<file path="config.mk">
export PLATFORM = sky130hd
export DESIGN_NAME = rand_req_scheduler_flat
export DESIGN_NICKNAME = d
export VERILOG_FILES = /design/src/rtl/rand_req_scheduler_pkg.sv /design/src/rtl/rand_req_scheduler_if.sv /design/src/rtl/rand_lfsr90_core.sv /design/src/rtl/rand_req_scheduler.sv /design/src/flat_wrapper.sv
export SDC_FILE = /design/constraint.sdc
export NUM_CORES = 1
export LEC_CHECK = 0
export BUFFER_PORTS_ARGS = -buffer_cell sky130_fd_sc_hd__buf_2
export CORE_ASPECT_RATIO = 0.9
export CORE_MARGIN = 8
export CORE_UTILIZATION = 40
export CTS_CLUSTER_SIZE = 10
export DETAILED_ROUTE_END_ITERATION = 16
export PLACE_DENSITY = 0.71
export REMOVE_ABC_BUFFERS = 1
export SLEW_MARGIN = 20
export SYNTH_ARGS = -nofsm -noshare
export SYNTH_HDL_FRONTEND = slang
export SYNTH_SLANG_ARGS = --single-unit
</file>
<file path="constraint.sdc">
create_clock -name clk -period 8.5 [get_ports clk]
set_clock_uncertainty 0.05 [all_clocks]
set_input_delay 0.85 -clock clk [delete_from_list [all_inputs] [get_ports clk]]
set_output_delay 0.85 -clock clk [all_outputs]
set_load 0.02 [all_outputs]
</file>
<file path="src/rtl/rand_req_scheduler_pkg.sv">
// Shared types and constants for the random request scheduler and its 90-bit generator.
// The generator recurrence lives here so the core and any future users agree on it.
package rand_req_scheduler_pkg;

  localparam int LFSR_W = 90;
  localparam logic [LFSR_W-1:0] LFSR_ONES = {LFSR_W{1'b1}};

  typedef enum logic {
    ST_WARMUP = 1'b0,
    ST_READY  = 1'b1
  } sched_state_e;

  function automatic int id_width(input int n);
    return (n > 1) ? $clog2(n) : 1;
  endfunction

  // Top two bits seed the chain; every lower bit folds in the freshly computed bit two above it.
  function automatic logic [LFSR_W-1:0] lfsr_next(input logic [LFSR_W-1:0] s);
    logic [LFSR_W-1:0] n;
    n = '0;
    n[LFSR_W-1] = s[LFSR_W-1] ^ s[1];
    n[LFSR_W-2] = s[LFSR_W-2] ^ s[0];
    for (int i = LFSR_W-3; i >= 0; i--) begin
      n[i] = s[i] ^ n[i+2];
    end
    return n;
  endfunction

endpackage

</file>
<file path="src/rtl/rand_req_scheduler_if.sv">
// Requester-side bus of the random request scheduler: request pulses, reseed, and tagged grant.
interface rand_req_scheduler_if
  import rand_req_scheduler_pkg::*;
#(
  parameter int N_REQ = 4,
  parameter int OUT_W = 8,
  parameter int ID_W  = id_width(N_REQ)
);

  logic [N_REQ-1:0]  req;
  logic              seed_wr;
  logic [LFSR_W-1:0] seed;
  logic              ready;
  logic [N_REQ-1:0]  gnt;
  logic              rnd_valid;
  logic [OUT_W-1:0]  rnd_data;
  logic [ID_W-1:0]   rnd_id;

  modport master (
    output req, seed_wr, seed,
    input  ready, gnt, rnd_valid, rnd_data, rnd_id
  );

  modport slave (
    input  req, seed_wr, seed,
    output ready, gnt, rnd_valid, rnd_data, rnd_id
  );

endinterface

</file>
<file path="src/rtl/rand_lfsr90_core.sv">
// 90-bit pseudo-random generator state with step/load control; a zero seed is replaced by all ones
// because the all-zero state never leaves itself.
module rand_lfsr90_core
  import rand_req_scheduler_pkg::*;
#(
  parameter int OUT_W = 8
) (
  input  logic              clk,
  input  logic              rst_n,
  input  logic              i_step,
  input  logic              i_load,
  input  logic [LFSR_W-1:0] i_seed,
  output logic [OUT_W-1:0]  o_rnd
);

  logic [LFSR_W-1:0] r_state;
  logic [LFSR_W-1:0] w_next;
  logic [LFSR_W-1:0] w_seed_safe;

  assign w_next      = lfsr_next(r_state);
  assign w_seed_safe = (i_seed == '0) ? LFSR_ONES : i_seed;
  assign o_rnd       = r_state[OUT_W-1:0];

  always_ff @(posedge clk or negedge rst_n) begin
    if (!rst_n) begin
      r_state <= LFSR_ONES;
    end else if (i_load) begin
      r_state <= w_seed_safe;
    end else if (i_step) begin
      r_state <= w_next;
    end
  end

endmodule

</file>
<file path="src/rtl/rand_req_scheduler.sv">
// Shares the 90-bit generator among N_REQ requesters: warm-up, round-robin grant, tagged random slice.
// Build option RAND_IDLE_STEP_EN: when defined, the generator also steps on idle READY cycles.
module rand_req_scheduler
  import rand_req_scheduler_pkg::*;
#(
  parameter int N_REQ         = 4,
  parameter int OUT_W         = 8,
  parameter int WARMUP_CYCLES = 16
) (
  input  logic                 clk,
  input  logic                 rst_n,
  rand_req_scheduler_if.slave  bus
);

  localparam int ID_W = id_width(N_REQ);
  localparam logic [7:0]      WARM_LAST = 8'(WARMUP_CYCLES - 1);
  localparam logic [ID_W-1:0] PTR_LAST  = ID_W'(N_REQ - 1);

  sched_state_e      r_state;
  logic [7:0]        r_warm_cnt;
  logic [N_REQ-1:0]  r_pend;
  logic [ID_W-1:0]   r_ptr;
  logic [N_REQ-1:0]  r_gnt;
  logic              r_rnd_valid;
  logic [OUT_W-1:0]  r_rnd_data;
  logic [ID_W-1:0]   r_rnd_id;
  logic              r_ready;

  logic [OUT_W-1:0]  w_rnd;
  logic              w_step;
  logic              w_grant;
  logic              w_found;
  logic [ID_W-1:0]   w_idx;
  logic [ID_W-1:0]   w_winner;
  logic [ID_W-1:0]   w_next_ptr;
  logic [N_REQ-1:0]  w_winner_oh;
  logic [N_REQ-1:0]  w_pend_clr;

  // First pending bit at or above the pointer, wrapping modulo N_REQ.
  always_comb begin
    w_winner = '0;
    w_found  = 1'b0;
    w_idx    = '0;
    for (int k = 0; k < N_REQ; k++) begin
      w_idx = ID_W'((int'(r_ptr) + k) % N_REQ);
      if (!w_found && r_pend[w_idx]) begin
        w_found  = 1'b1;
        w_winner = w_idx;
      end
    end
  end

  assign w_winner_oh = {{(N_REQ-1){1'b0}}, 1'b1} << w_winner;
  assign w_next_ptr  = (w_winner == PTR_LAST) ? '0 : w_winner + 1'b1;
  assign w_grant     = (r_state == ST_READY) && !bus.seed_wr && w_found;
  assign w_pend_clr  = w_grant ? w_winner_oh : '0;

`ifdef RAND_IDLE_STEP_EN
  assign w_step = !bus.seed_wr;
`else
  assign w_step = !bus.seed_wr && ((r_state == ST_WARMUP) || w_grant);
`endif

  rand_lfsr90_core #(
    .OUT_W (OUT_W)
  ) u_lfsr (
    .clk    (clk),
    .rst_n  (rst_n),
    .i_step (w_step),
    .i_load (bus.seed_wr),
    .i_seed (bus.seed),
    .o_rnd  (w_rnd)
  );

  always_ff @(posedge clk or negedge rst_n) begin
    if (!rst_n) begin
      r_state     <= ST_WARMUP;
      r_warm_cnt  <= '0;
      r_pend      <= '0;
      r_ptr       <= '0;
      r_gnt       <= '0;
      r_rnd_valid <= 1'b0;
      r_rnd_data  <= '0;
      r_rnd_id    <= '0;
      r_ready     <= 1'b0;
    end else begin
      // A request arriving with its own grant keeps the bit set.
      r_pend      <= (r_pend & ~w_pend_clr) | bus.req;
      r_gnt       <= '0;
      r_rnd_valid <= 1'b0;
      if (bus.seed_wr) begin
        r_state    <= ST_WARMUP;
        r_warm_cnt <= '0;
        r_ready    <= 1'b0;
      end else begin
        case (r_state)
          ST_WARMUP: begin
            r_warm_cnt <= r_warm_cnt + 8'd1;
            if (r_warm_cnt == WARM_LAST) begin
              r_state <= ST_READY;
              r_ready <= 1'b1;
            end
          end
          ST_READY: begin
            if (w_grant) begin
              r_gnt       <= w_winner_oh;
              r_rnd_valid <= 1'b1;
              r_rnd_id    <= w_winner;
              r_rnd_data  <= w_rnd;
              r_ptr       <= w_next_ptr;
            end
          end
          default: r_state <= ST_WARMUP;
        endcase
      end
    end
  end

  assign bus.gnt       = r_gnt;
  assign bus.rnd_valid = r_rnd_valid;
  assign bus.rnd_data  = r_rnd_data;
  assign bus.rnd_id    = r_rnd_id;
  assign bus.ready     = r_ready;

endmodule

</file>
<file path="src/flat_wrapper.sv">
// flat-port wrapper written by rule: the top's interface ports become plain ports
module rand_req_scheduler_flat import rand_req_scheduler_pkg::*;
#(
  parameter int N_REQ         = 4,
  parameter int OUT_W         = 8,
  parameter int WARMUP_CYCLES = 16
)
  (clk, rst_n, bus_req, bus_seed_wr, bus_seed, bus_ready, bus_gnt, bus_rnd_valid, bus_rnd_data, bus_rnd_id);
  rand_req_scheduler_if #(.N_REQ(N_REQ), .OUT_W(OUT_W)) bus_i ();
  input  logic clk;
  input  logic rst_n;
  input wire logic [$bits(bus_i.req)-1:0] bus_req;
  input wire logic [$bits(bus_i.seed_wr)-1:0] bus_seed_wr;
  input wire logic [$bits(bus_i.seed)-1:0] bus_seed;
  output wire logic [$bits(bus_i.ready)-1:0] bus_ready;
  output wire logic [$bits(bus_i.gnt)-1:0] bus_gnt;
  output wire logic [$bits(bus_i.rnd_valid)-1:0] bus_rnd_valid;
  output wire logic [$bits(bus_i.rnd_data)-1:0] bus_rnd_data;
  output wire logic [$bits(bus_i.rnd_id)-1:0] bus_rnd_id;
  assign bus_i.req = bus_req;
  assign bus_i.seed_wr = bus_seed_wr;
  assign bus_i.seed = bus_seed;
  assign bus_ready = bus_i.ready;
  assign bus_gnt = bus_i.gnt;
  assign bus_rnd_valid = bus_i.rnd_valid;
  assign bus_rnd_data = bus_i.rnd_data;
  assign bus_rnd_id = bus_i.rnd_id;
  rand_req_scheduler #(.N_REQ(N_REQ), .OUT_W(OUT_W), .WARMUP_CYCLES(WARMUP_CYCLES)) u_core (.clk(clk), .rst_n(rst_n), .bus(bus_i));
endmodule
</file>
==> results of run 1 <==
## critical path, delay by kind of cell, from the launching register on
| kind | cells | cell delay [ns] |
|---|---|---|
| xor gates and xnor gates | 6 | 2.74 |
| DFF | 1 | 0.61 |
| and+or+nand+nor | 1 | 0.13 |
| AOI/OAI and AO/OA | 1 | 0.09 |
## cell families after synthesis
group	count (synthesis)
simple gates	250
flops	121
compound gates	147
xor+xnor	196
fa+ha+maj	5
mux	13
buf+inv	52
## flip-flops by register name (all words and copies together), names as in the netlist
signal	count
u_core.u_lfsr.r_state	90
u_core.bus.rnd_data	8
u_core.r_warm_cnt	8
u_core.bus.gnt	4
u_core.r_pend	4
u_core.bus.rnd_id	2
u_core.r_ptr	2
u_core.bus.ready	1
u_core.bus.rnd_valid	1
u_core.r_state	1
## synth_stat cells (18+ instances only)
cell type	count	area share, %
sky130_fd_sc_hd__nor4_1	23	1.8
sky130_fd_sc_hd__nor3_1	18	1.2
sky130_fd_sc_hd__xor2_1	48	5.4
sky130_fd_sc_hd__xnor2_1	106	12
sky130_fd_sc_hd__dfrtp_1	31	10
sky130_fd_sc_hd__xnor3_1	23	6.7
sky130_fd_sc_hd__a21oi_1	72	4.6
sky130_fd_sc_hd__nand2_1	68	3.3
sky130_fd_sc_hd__clkbuf_1	36	1.7
sky130_fd_sc_hd__o21ai_0	20	1.3
sky130_fd_sc_hd__dfstp_2	90	30
sky130_fd_sc_hd__nor2_1	99	4.8
sky130_fd_sc_hd__o22ai_1	25	2.0
sky130_fd_sc_hd__nand2b_1	18	1.4
## metrics by stage
step	setup slack (ns)	hold slack [ns]	utilization (%)	std cells
after detailed placement	4.63	0.410	44.7	1112
final	4.78	0.416	48.0	1144
after CTS	4.78	0.418	48.0	1144
after global placement	4.63	0.406	44.7	1112
after global routing	4.55	0.444	48.0	1144
after floorplan	2.84	0.399	-	742
## layout by cell type, fill, tap and decap left out, drive strengths merged, types with 25 or more instances in the layout
cell type  instances
buf              120
xnor2            115
nor2              99
dfstp             90
a21oi             72
nand2             68
xor2              49
dfrtp             31
o21ai             29
o22ai             25
xnor3             25
## how the worst min path moves through the flow
stage,from,slack [ns],endpoint,cells after the start
final,u_core.u_lfsr.r_state[15],0.42,u_core.u_lfsr.r_state[15],2
after global routing,u_core.u_lfsr.r_state[5],0.44,u_core.u_lfsr.r_state[5],2
after CTS,u_core.u_lfsr.r_state[15],0.42,u_core.u_lfsr.r_state[15],2
after detailed placement,u_core.u_lfsr.r_state[15],0.41,u_core.u_lfsr.r_state[15],2
after global placement,u_core.u_lfsr.r_state[15],0.41,u_core.u_lfsr.r_state[15],2
after floorplan,u_core.u_lfsr.r_state[15],0.40,u_core.u_lfsr.r_state[15],2
## area by class of cell
cell class | count | area (sq um)
fillers | 1777 | 9970
multi-input cells | 611 | 4450
inverters | 10 | 37.5
well taps | 250 | 313
clock buffers | 20 | 457
repair buffers | 120 | 626
clock inverters | 12 | 164
flip-flops and latches | 121 | 3140
## routing by layer
layer	up-vias	global-route usage (%)	share of wire, %
met4	0	4.72	1.5
li1	2862	-	-
met1	2911	23.4	46
met3	19	5.47	6.1
met5	-	0	0
met2	137	27.3	47
==> results.txt, run 1 <==
----------------------------------------------------
[Run status]
  Result of the run ... completed

[Setup path]
  Worst setup EP type ... flip-flop
  Worst flop-to-flop path startpoint ... u_core.u_lfsr.r_state[1]
  Most repeated library cell on the critical path ... sky130_fd_sc_hd__xnor3_1
  Critical path startpoint ... u_core.u_lfsr.r_state[1]
  Register-to-register setup slack ... 4.78 ns
  Crit path max fanout ... 10
  R2r endpoint ... u_core.u_lfsr.r_state[3]
  Type of origin of the critical path ... flip-flop
  Critical setup path kind ... flip-flop to flip-flop
  CP Cell Sequence ... xor2_1, xnor3_2, xnor2_4, xnor3_1, xnor3_1, nor2_1, xnor2_1, a21oi_1
  Register-to-Register Path Depth ... 8
  Critical-path top delay cell ... sky130_fd_sc_hd__xnor3_1
  Delay of the slowest cell on the worst path ... 0.81 ns
  End point of the critical path ... u_core.u_lfsr.r_state[3]
  Worst endpoint data arrival time ... 4.00 ns
  CP Data Required Time ... 8.78 ns

[CTS]
  Hold buffer count at CTS ... 0
  Number of sinks handled by clock tree synthesis ... 121
  Buffer count from post-CTS setup fixing ... 0
  Clock tree from TritonCTS ... done
  Master cell of the clock root buffer ... sky130_fd_sc_hd__clkbuf_16
  Post-CTS resize count ... 0
  TritonCTS Buffers ... 17
  Clock slew at reported path FFs ... 0.06 ns
  CTS max path bufs ... 2
  Worst skew pair latency ... 0.42 ns
  Total number of H-tree levels ... 4

[Synthesis]
  Fraction of the mapped netlist area in compound gates ... 10.7%
  Fraction of the yosys area taken by sequential cells ... 40.4%
  YS warnings ... 0
  Post-synthesis share of cell area spent on full adders, half adders and majority gates ... 0.804%
  Simple-gate share of the synthesized area ... 14.5%
  Post-synth design cell area ... 7780 sq um
  Number of enable flip-flop cells after synthesis ... 0
  Share of async-settable or async-resettable flops after synthesis ... 100%
  Predominant post-synthesis flop cell ... sky130_fd_sc_hd__dfstp_2
  Proportion of synthesized area in mux cells ... 1.85%
  Number of standard cells after synthesis ... 784
  Syn avg cell area ... 9.93 sq um
  Synthesized flop and latch total ... 121
  XOR/XNOR share of the synthesized area ... 29.3%
  Unique masters post-synth ... 42
  Dominant combinational cell family by area after synthesis ... XOR/XNOR gates

[Drt]
  Post-DR wirelength/cell ... 18.2 um
  Number of DRC violations after detailed-routing iteration 0 ... 427
  Final ANT Viol Nets ... 0
  Via-per-instance ratio ... 5.18
  Via count ... 5,929
  Routed WL ... 20,800 um
  Residual DRC count ... 0
  Number of optimization iterations in the first detailed-route pass ... 5

[Floorplan]
  Die extent in y ... 148 um
  Number of I/O pins ... 113
  Effective utilization at floorplan ... 40.6%
  Die width ... 163 um
  Core region area ... 19,200 sq um
  Die outline area ... 24,200 sq um
  Site Rows ... 48

[GRT]
  Antenna violations before repair ... 0
  First-pass GRT wire length ... 33,200 um
  Pin count of the biggest net entering global routing ... 77
  Total global routing track utilization ... 17.6%
  Vias in the first global route ... 6,171
  GRT overflow ... 0

[Timing]
  Setup violation total in the final timing report ... 0
  Relative slew margins ... 36.3%
  Period minus WS final ... 3.72 ns
  Setup TNS after final layout ... 0 ns
  Setup repair after global routing missed its margin ... false
  Fmax ... 269 MHz
  Final number of hold-violating endpoints ... 0
  Number of max-slew violations in the final report ... 0
  Fraction of the cycle the final worst path needs ... 43.8%
  Actual transition at the worst max-transition pin ... 0.956 ns

[Cells and area]
  Total number of nets in the final design ... 983
  ANT cells ... 0
  Proportion of layout cells with a drive suffix above 1 ... 29.9%
  Area overhead of the layout relative to synthesis ... 18.1%
  Post-route cell area ... 9190 sq um

[Place]
  Buffers added on ports ... 112
  RePlAce Congestion ... 0.823
  HPWL after detailed placement ... 14,600 um
  Total cell area at the placement stage ... 8570 sq um

[Flow run]
  Number of maximum-capacitance constraint violations ... 0

[Worst hold path]
  Worst min-delay path class ... flip-flop to flip-flop

----------------------------------------------------
Power of run 1 is not shown: default switching activity piles up to over one toggle a cycle in this logic, so the estimate is an artifact.
==> run 2, diff against run 1 <==
Clock period 8.5 ns to 3.7 ns, I/O delays scaled along.
==> results.txt, run 2 (synthesis gave the netlist of run 1 again) <==
----------------------------------------------------
[Cells and area]
  Area taken by multi-input logic gates ... 4450 sq um (about the same)
  Leading cell types in the layout, fill and taps excluded ... sky130_fd_sc_hd__buf_2, sky130_fd_sc_hd__xnor2_1, sky130_fd_sc_hd__nor2_1 (unchanged)
  Filler cell count in the final layout ... 1,756 (was 1,777)
  Sequential cell area in the final layout ... 3140 sq um (unchanged)
  Post-layout instance count excluding filler cells ... 1,156 (was 1,144)
  ANT cells ... 0 (unchanged)
  Register bank with the most flops ... u_core.u_lfsr.r_state (unchanged)
  Total number of nets in the final design ... 995 (was 983)
  Number of flip-flops in the largest register ... 90 (unchanged)
  Area overhead of the layout relative to synthesis ... 18.8% (was 18.1%)
  Proportion of layout cells with a drive suffix above 1 ... 30.6% (was 29.9%)
  Most common library cell in the layout ignoring fill and taps ... sky130_fd_sc_hd__buf_2 (unchanged)

[Timing]
  Fmax ... 291 MHz (was 269 MHz)
  Final setup margin ... 0.267 ns (was 4.78 ns)
  Relative slew margins ... 39.0% (was 36.3%)
  Final number of hold-violating endpoints ... 0 (unchanged)
  Number of max-slew violations in the final report ... 0 (unchanged)
  Fraction of the cycle the final worst path needs ... 92.8% (was 43.8%)
  Setup TNS after final layout ... 0 ns (unchanged)
  Setup repair after global routing missed its margin ... false (unchanged)
  Setup violation total in the final timing report ... 0 (unchanged)
  Period minus WS final ... 3.43 ns (was 3.72 ns)
  Actual transition at the worst max-transition pin ... 0.915 ns (was 0.956 ns)

[GRT]
  GRT overflow ... 0 (unchanged)
  Antenna violations before repair ... 0 (unchanged)
  Pin count of the biggest net entering global routing ... 75 (was 77)
  Total global routing track utilization ... 17.9% (was 17.6%)
  First-pass GRT wire length ... 33,500 um (was 33,200 um)
  Vias in the first global route ... 6,131 (was 6,171)

[CTS]
  Number of sinks handled by clock tree synthesis ... 121 (unchanged)
  CTS max path bufs ... 2 (unchanged)
  Worst skew pair latency ... 0.42 ns (about the same)
  Clock tree from TritonCTS ... done (unchanged)
  Total number of H-tree levels ... 4 (unchanged)
  Buffer count from post-CTS setup fixing ... 0 (unchanged)
  Clock slew at reported path FFs ... 0.06 ns (about the same)
  Post-CTS resize count ... 0 (unchanged)
  Hold buffer count at CTS ... 0 (unchanged)
  TritonCTS Buffers ... 17 (unchanged)
  Master cell of the clock root buffer ... sky130_fd_sc_hd__clkbuf_16 (unchanged)

[Setup path]
  Critical-path top delay cell ... sky130_fd_sc_hd__dfstp_2 (was sky130_fd_sc_hd__xnor3_1)
  Crit path max fanout ... 8 (was 10)
  Delay of the slowest cell on the worst path ... 0.56 ns (was 0.81 ns)
  Worst flop-to-flop path startpoint ... u_core.u_lfsr.r_state[74] (was u_core.u_lfsr.r_state[1])
  Type of origin of the critical path ... flip-flop (unchanged)
  CP Data Required Time ... 3.99 ns (was 8.78 ns)
  Worst setup EP type ... flip-flop (unchanged)
  Critical path startpoint ... u_core.u_lfsr.r_state[74] (was u_core.u_lfsr.r_state[1])
  Worst endpoint data arrival time ... 3.73 ns (was 4.00 ns)
  Register-to-register setup slack ... 0.27 ns (was 4.78 ns)
  Critical setup path kind ... flip-flop to flip-flop (unchanged)
  CP Cell Sequence ... xnor2_1, xor3_1, xnor3_1, xnor2_4, xnor3_1, xnor2_1, or4_1, o211ai_1 (was xor2_1, xnor3_2, xnor2_4, xnor3_1, xnor3_1, nor2_1, xnor2_1, a21oi_1)

[Floorplan]
  Number of I/O pins ... 113 (unchanged)
  Die extent in y ... 148 um (unchanged)
  Core region area ... 19,200 sq um (unchanged)
  Die width ... 163 um (unchanged)
  Effective utilization at floorplan ... 40.6% (unchanged)
  Site Rows ... 48 (unchanged)
  Die outline area ... 24,200 sq um (unchanged)

[Drt]
  Via-per-instance ratio ... 5.27 (was 5.18)
  Residual DRC count ... 0 (unchanged)
  Routed WL ... 21,200 um (was 20,800 um)
  Post-DR wirelength/cell ... 18.3 um (was 18.2 um)
  Via count ... 6,092 (was 5,929)
  Number of optimization iterations in the first detailed-route pass ... 5 (unchanged)
  Final ANT Viol Nets ... 0 (unchanged)
  Number of DRC violations after detailed-routing iteration 0 ... 493 (was 427)

[Worst hold path]
  Start point of the worst hold path ... bus_req[1] (was u_core.u_lfsr.r_state[15])
  Worst min-delay path class ... input port to flip-flop (was flip-flop to flip-flop)

[Place]
  Buffers added on ports ... 112 (unchanged)
  Placed cell count ... 1,124 (was 1,112)
  RePlAce Congestion ... 0.825 (was 0.823)
  Post-placement worst setup slack ... 0.290 ns (was 4.63 ns)
  HPWL after detailed placement ... 15,000 um (was 14,600 um)

[Flow run]
  Number of maximum-capacitance constraint violations ... 0 (unchanged)

[Run status]
  Result of the run ... completed (unchanged)

----------------------------------------------------
run 2: area by class of cell:
| class | instances | area share (%) |
|---|---|---|
| clock buffer | 22 | 5.13 |
| inverter | 10 | 0.406 |
| timing repair buffer | 132 | 7.74 |
| multi-input combinational | 611 | 48.1 |
| tap | 250 | 3.38 |
| clock inverter | 10 | 1.29 |
| sequential | 121 | 34.0 |
run 2: layer usage:
metal / up-vias / track usage [%] / share of wire [%]
li1: 2891 / - / -
met1: 2962 / 24.3 / 46
met2: 212 / 26.9 / 45
met3: 27 / 5.17 / 6.8
met4: 0 / 6.10 / 1.9
met5: - / 0 / 0
run 2: stage by stage:
stage / hold slack, ns / utilization (%) / cell area [sq um]
floorplan: 0.0244 / - / 7620
global placement: 0.406 / 45.2 / 8660
detailed placement: 0.412 / 45.2 / 8660
CTS: 0.0577 / 48.3 / 9250
global route: 0.0534 / 48.3 / 9250
finish: 0.0696 / 48.3 / 9250
run 2: final timing paths:
| check | end | depth (start not counted) |
|---|---|---|
| worst max-delay path | u_core.u_lfsr.r_state[0] | 8 |
| worst min-delay path | u_core.r_pend[1] | 2 |
| worst max register to register | u_core.u_lfsr.r_state[0] | 8 |
| worst min register to register | u_core.u_lfsr.r_state[14] | 2 |
| max in group asynchronous | u_core.u_lfsr.r_state[10] | 2 |
| min in group asynchronous | u_core.u_lfsr.r_state[43] | 1 |
run 2: critical path: cells and delay by family (launching register included):
| kind | cells | cell delay, ns |
|---|---|---|
| flip-flops | 1 | 0.56 |
| AND/OR/NAND/NOR | 1 | 0.40 |
| XOR/XNOR | 6 | 2.23 |
| AO/OA/AOI/OAI | 1 | 0.11 |
Power of run 2 is left out for the same reason.
==> run 3, diff against run 2 <==
Settings changed: CTS_BUF_LIST set to sky130_fd_sc_hd__clkbuf_16, GPL_TIMING_DRIVEN set to 0.
==> results.txt, run 3 (synthesis gave the netlist of run 1 again) <==
----------------------------------------------------
[Cells and area]
  Area overhead of the layout relative to synthesis ... 20.5% (was 18.8%)
  Proportion of layout cells with a drive suffix above 1 ... 31.4% (was 30.6%)
  Total number of nets in the final design ... 988 (was 995)
  Filler cell count in the final layout ... 1,733 (was 1,756)
  Number of flip-flops in the largest register ... 90 (unchanged)
  Area taken by multi-input logic gates ... 4510 sq um (was 4450 sq um)
  Final core occ ... 49.0% (was 48.3%)
  Sequential cell area in the final layout ... 3140 sq um (unchanged)
  ANT cells ... 0 (unchanged)
  Most common library cell in the layout ignoring fill and taps ... sky130_fd_sc_hd__buf_2 (unchanged)
  Leading cell types in the layout, fill and taps excluded ... sky130_fd_sc_hd__buf_2, sky130_fd_sc_hd__xnor2_1, sky130_fd_sc_hd__nor2_1 (unchanged)
  Post-route cell area ... 9380 sq um (was 9250 sq um)
  Register bank with the most flops ... u_core.u_lfsr.r_state (unchanged)

[Setup path]
  Type of origin of the critical path ... flip-flop (unchanged)
  Crit path max fanout ... 8 (unchanged)
  Critical setup path kind ... flip-flop to flip-flop (unchanged)
  Worst endpoint data arrival time ... 3.83 ns (was 3.73 ns)
  Worst setup EP type ... flip-flop (unchanged)
  CP Data Required Time ... 3.99 ns (about the same)

[CTS]
  Buffer count from post-CTS setup fixing ... 0 (unchanged)
  Worst skew pair latency ... 0.42 ns (about the same)
  Number of sinks handled by clock tree synthesis ... 121 (unchanged)
  Total number of H-tree levels ... 4 (unchanged)
  Clock tree from TritonCTS ... done (unchanged)
  TritonCTS Buffers ... 17 (unchanged)
  Clock slew at reported path FFs ... 0.06 ns (about the same)
  Master cell of the clock root buffer ... sky130_fd_sc_hd__clkbuf_16 (unchanged)
  CTS max path bufs ... 2 (unchanged)

[Floorplan]
  Site Rows ... 48 (unchanged)
  Effective utilization at floorplan ... 40.6% (unchanged)
  Die width ... 163 um (unchanged)
  Die outline area ... 24,200 sq um (unchanged)
  Core region area ... 19,200 sq um (unchanged)
  Number of I/O pins ... 113 (unchanged)
  Die extent in y ... 148 um (unchanged)

[Timing]
  Fraction of the cycle the final worst path needs ... 95.7% (was 92.8%)
  Setup violation total in the final timing report ... 0 (unchanged)
  Number of max-slew violations in the final report ... 0 (unchanged)
  Period minus WS final ... 3.54 ns (was 3.43 ns)
  Setup repair after global routing missed its margin ... false (unchanged)
  Fmax ... 282 MHz (was 291 MHz)
  Relative slew margins ... 34.5% (was 39.0%)
  Final number of hold-violating endpoints ... 0 (unchanged)
  Actual transition at the worst max-transition pin ... 0.982 ns (was 0.915 ns)

[GRT]
  Pin count of the biggest net entering global routing ... 73 (was 75)
  First-pass GRT wire length ... 33,400 um (was 33,500 um)
  Antenna violations before repair ... 0 (unchanged)
  Vias in the first global route ... 6,145 (was 6,131)
  GRT overflow ... 0 (unchanged)
  Total global routing track utilization ... 17.7% (was 17.9%)

[Place]
  RePlAce Congestion ... 0.814 (was 0.825)
  HPWL after detailed placement ... 15,000 um (about the same)
  Total cell area at the placement stage ... 8730 sq um (was 8660 sq um)
  Buffers added on ports ... 112 (unchanged)

[Drt]
  Via-per-instance ratio ... 5.21 (was 5.27)
  Residual DRC count ... 0 (unchanged)
  Via count ... 5,989 (was 6,092)
  Post-DR wirelength/cell ... 18.2 um (was 18.3 um)
  Number of optimization iterations in the first detailed-route pass ... 5 (unchanged)
  Number of DRC violations after detailed-routing iteration 0 ... 388 (was 493)
  Routed WL ... 20,900 um (was 21,200 um)
  Final ANT Viol Nets ... 0 (unchanged)

[Run status]
  Result of the run ... completed (unchanged)

[Worst hold path]
  Worst min-delay path class ... input port to flip-flop (unchanged)

[Flow run]
  Number of maximum-capacitance constraint violations ... 0 (unchanged)

----------------------------------------------------
[run 3: cell types whose count changed in the layout (fill, tap and decap cells not counted), sizes merged]
cell      before  now
buf          132  125
clkbuf        22   17
inv           11   14
clkinv         4    6
bufinv         2    3
clkinvlp       3    2
[run 3: routing by layer]
| metal | wire, um | global-route usage, % | vias to the layer above |
|---|---|---|---|
| li1 | - | - | 2868 |
| met1 | 9390 | 23.2 | 2916 |
| met2 | 9700 | 28.0 | 186 |
| met3 | 1640 | 6.00 | 19 |
| met4 | 139 | 3.57 | 0 |
| met5 | 0 | 0 | - |
[run 3: path summary, 6_finish.rpt]
check                                           from                   endpoint  slack, ns  depth (start not counted)
max in group asynchronous                      rst_n   u_core.u_lfsr.r_state[7]       2.92                          2
setup / recovery            u_core.u_lfsr.r_state[0]   u_core.u_lfsr.r_state[0]       0.16                          8
setup reg to reg            u_core.u_lfsr.r_state[0]   u_core.u_lfsr.r_state[0]       0.16                          8
hold reg to reg            u_core.u_lfsr.r_state[11]  u_core.u_lfsr.r_state[11]       0.42                          2
min in group asynchronous                      rst_n  u_core.u_lfsr.r_state[81]       0.29                          1
hold / removal                            bus_req[1]           u_core.r_pend[1]       0.08                          2
[run 3: timing repair]
item / 4_1_cts / 5_1_grt
hold endpoints to repair: 0 / 0
setup endpoints to repair: 12 / 23
hold buffers: 0 / 0
gates resized for setup: 1 / 6
[run 3: per-stage QoR]
| step | cells | TNS (ns) | hold WS, ns | worst slack, ns |
|---|---|---|---|---|
| finish | 1149 | 0 | 0.0796 | 0.159 |
| global route | 1149 | 0 | 0.0771 | 0.0203 |
| CTS | 1149 | 0 | 0.0656 | 0.0399 |
| detailed placement | 1117 | -14.16 | 0.417 | -0.538 |
| global placement | 1104 | -380.28 | 0.407 | -5.15 |
| floorplan | 742 | -83.54 | 0.0244 | -1.48 |
[run 3: final cells by class]
cell class	instances	share of cell area [%]
clock inverter	15	1.87
inverter	10	0.400
sequential	121	33.5
timing repair buffer	125	8.35
multi-input combinational	611	48.0
clock buffer	17	4.53
tap	250	3.33
[run 3: worst max-delay path, stage by stage, from the launching register on]
cell	delay (ns)
sky130_fd_sc_hd__dfstp_2	0.58
sky130_fd_sc_hd__xor2_1	0.28
sky130_fd_sc_hd__xnor3_2	0.60
sky130_fd_sc_hd__xor2_2	0.45
sky130_fd_sc_hd__xnor2_4	0.27
sky130_fd_sc_hd__xnor3_1	0.55
sky130_fd_sc_hd__xnor2_1	0.17
sky130_fd_sc_hd__or4_1	0.40
sky130_fd_sc_hd__o211ai_1	0.11
Power of run 3 is left out for the same reason.
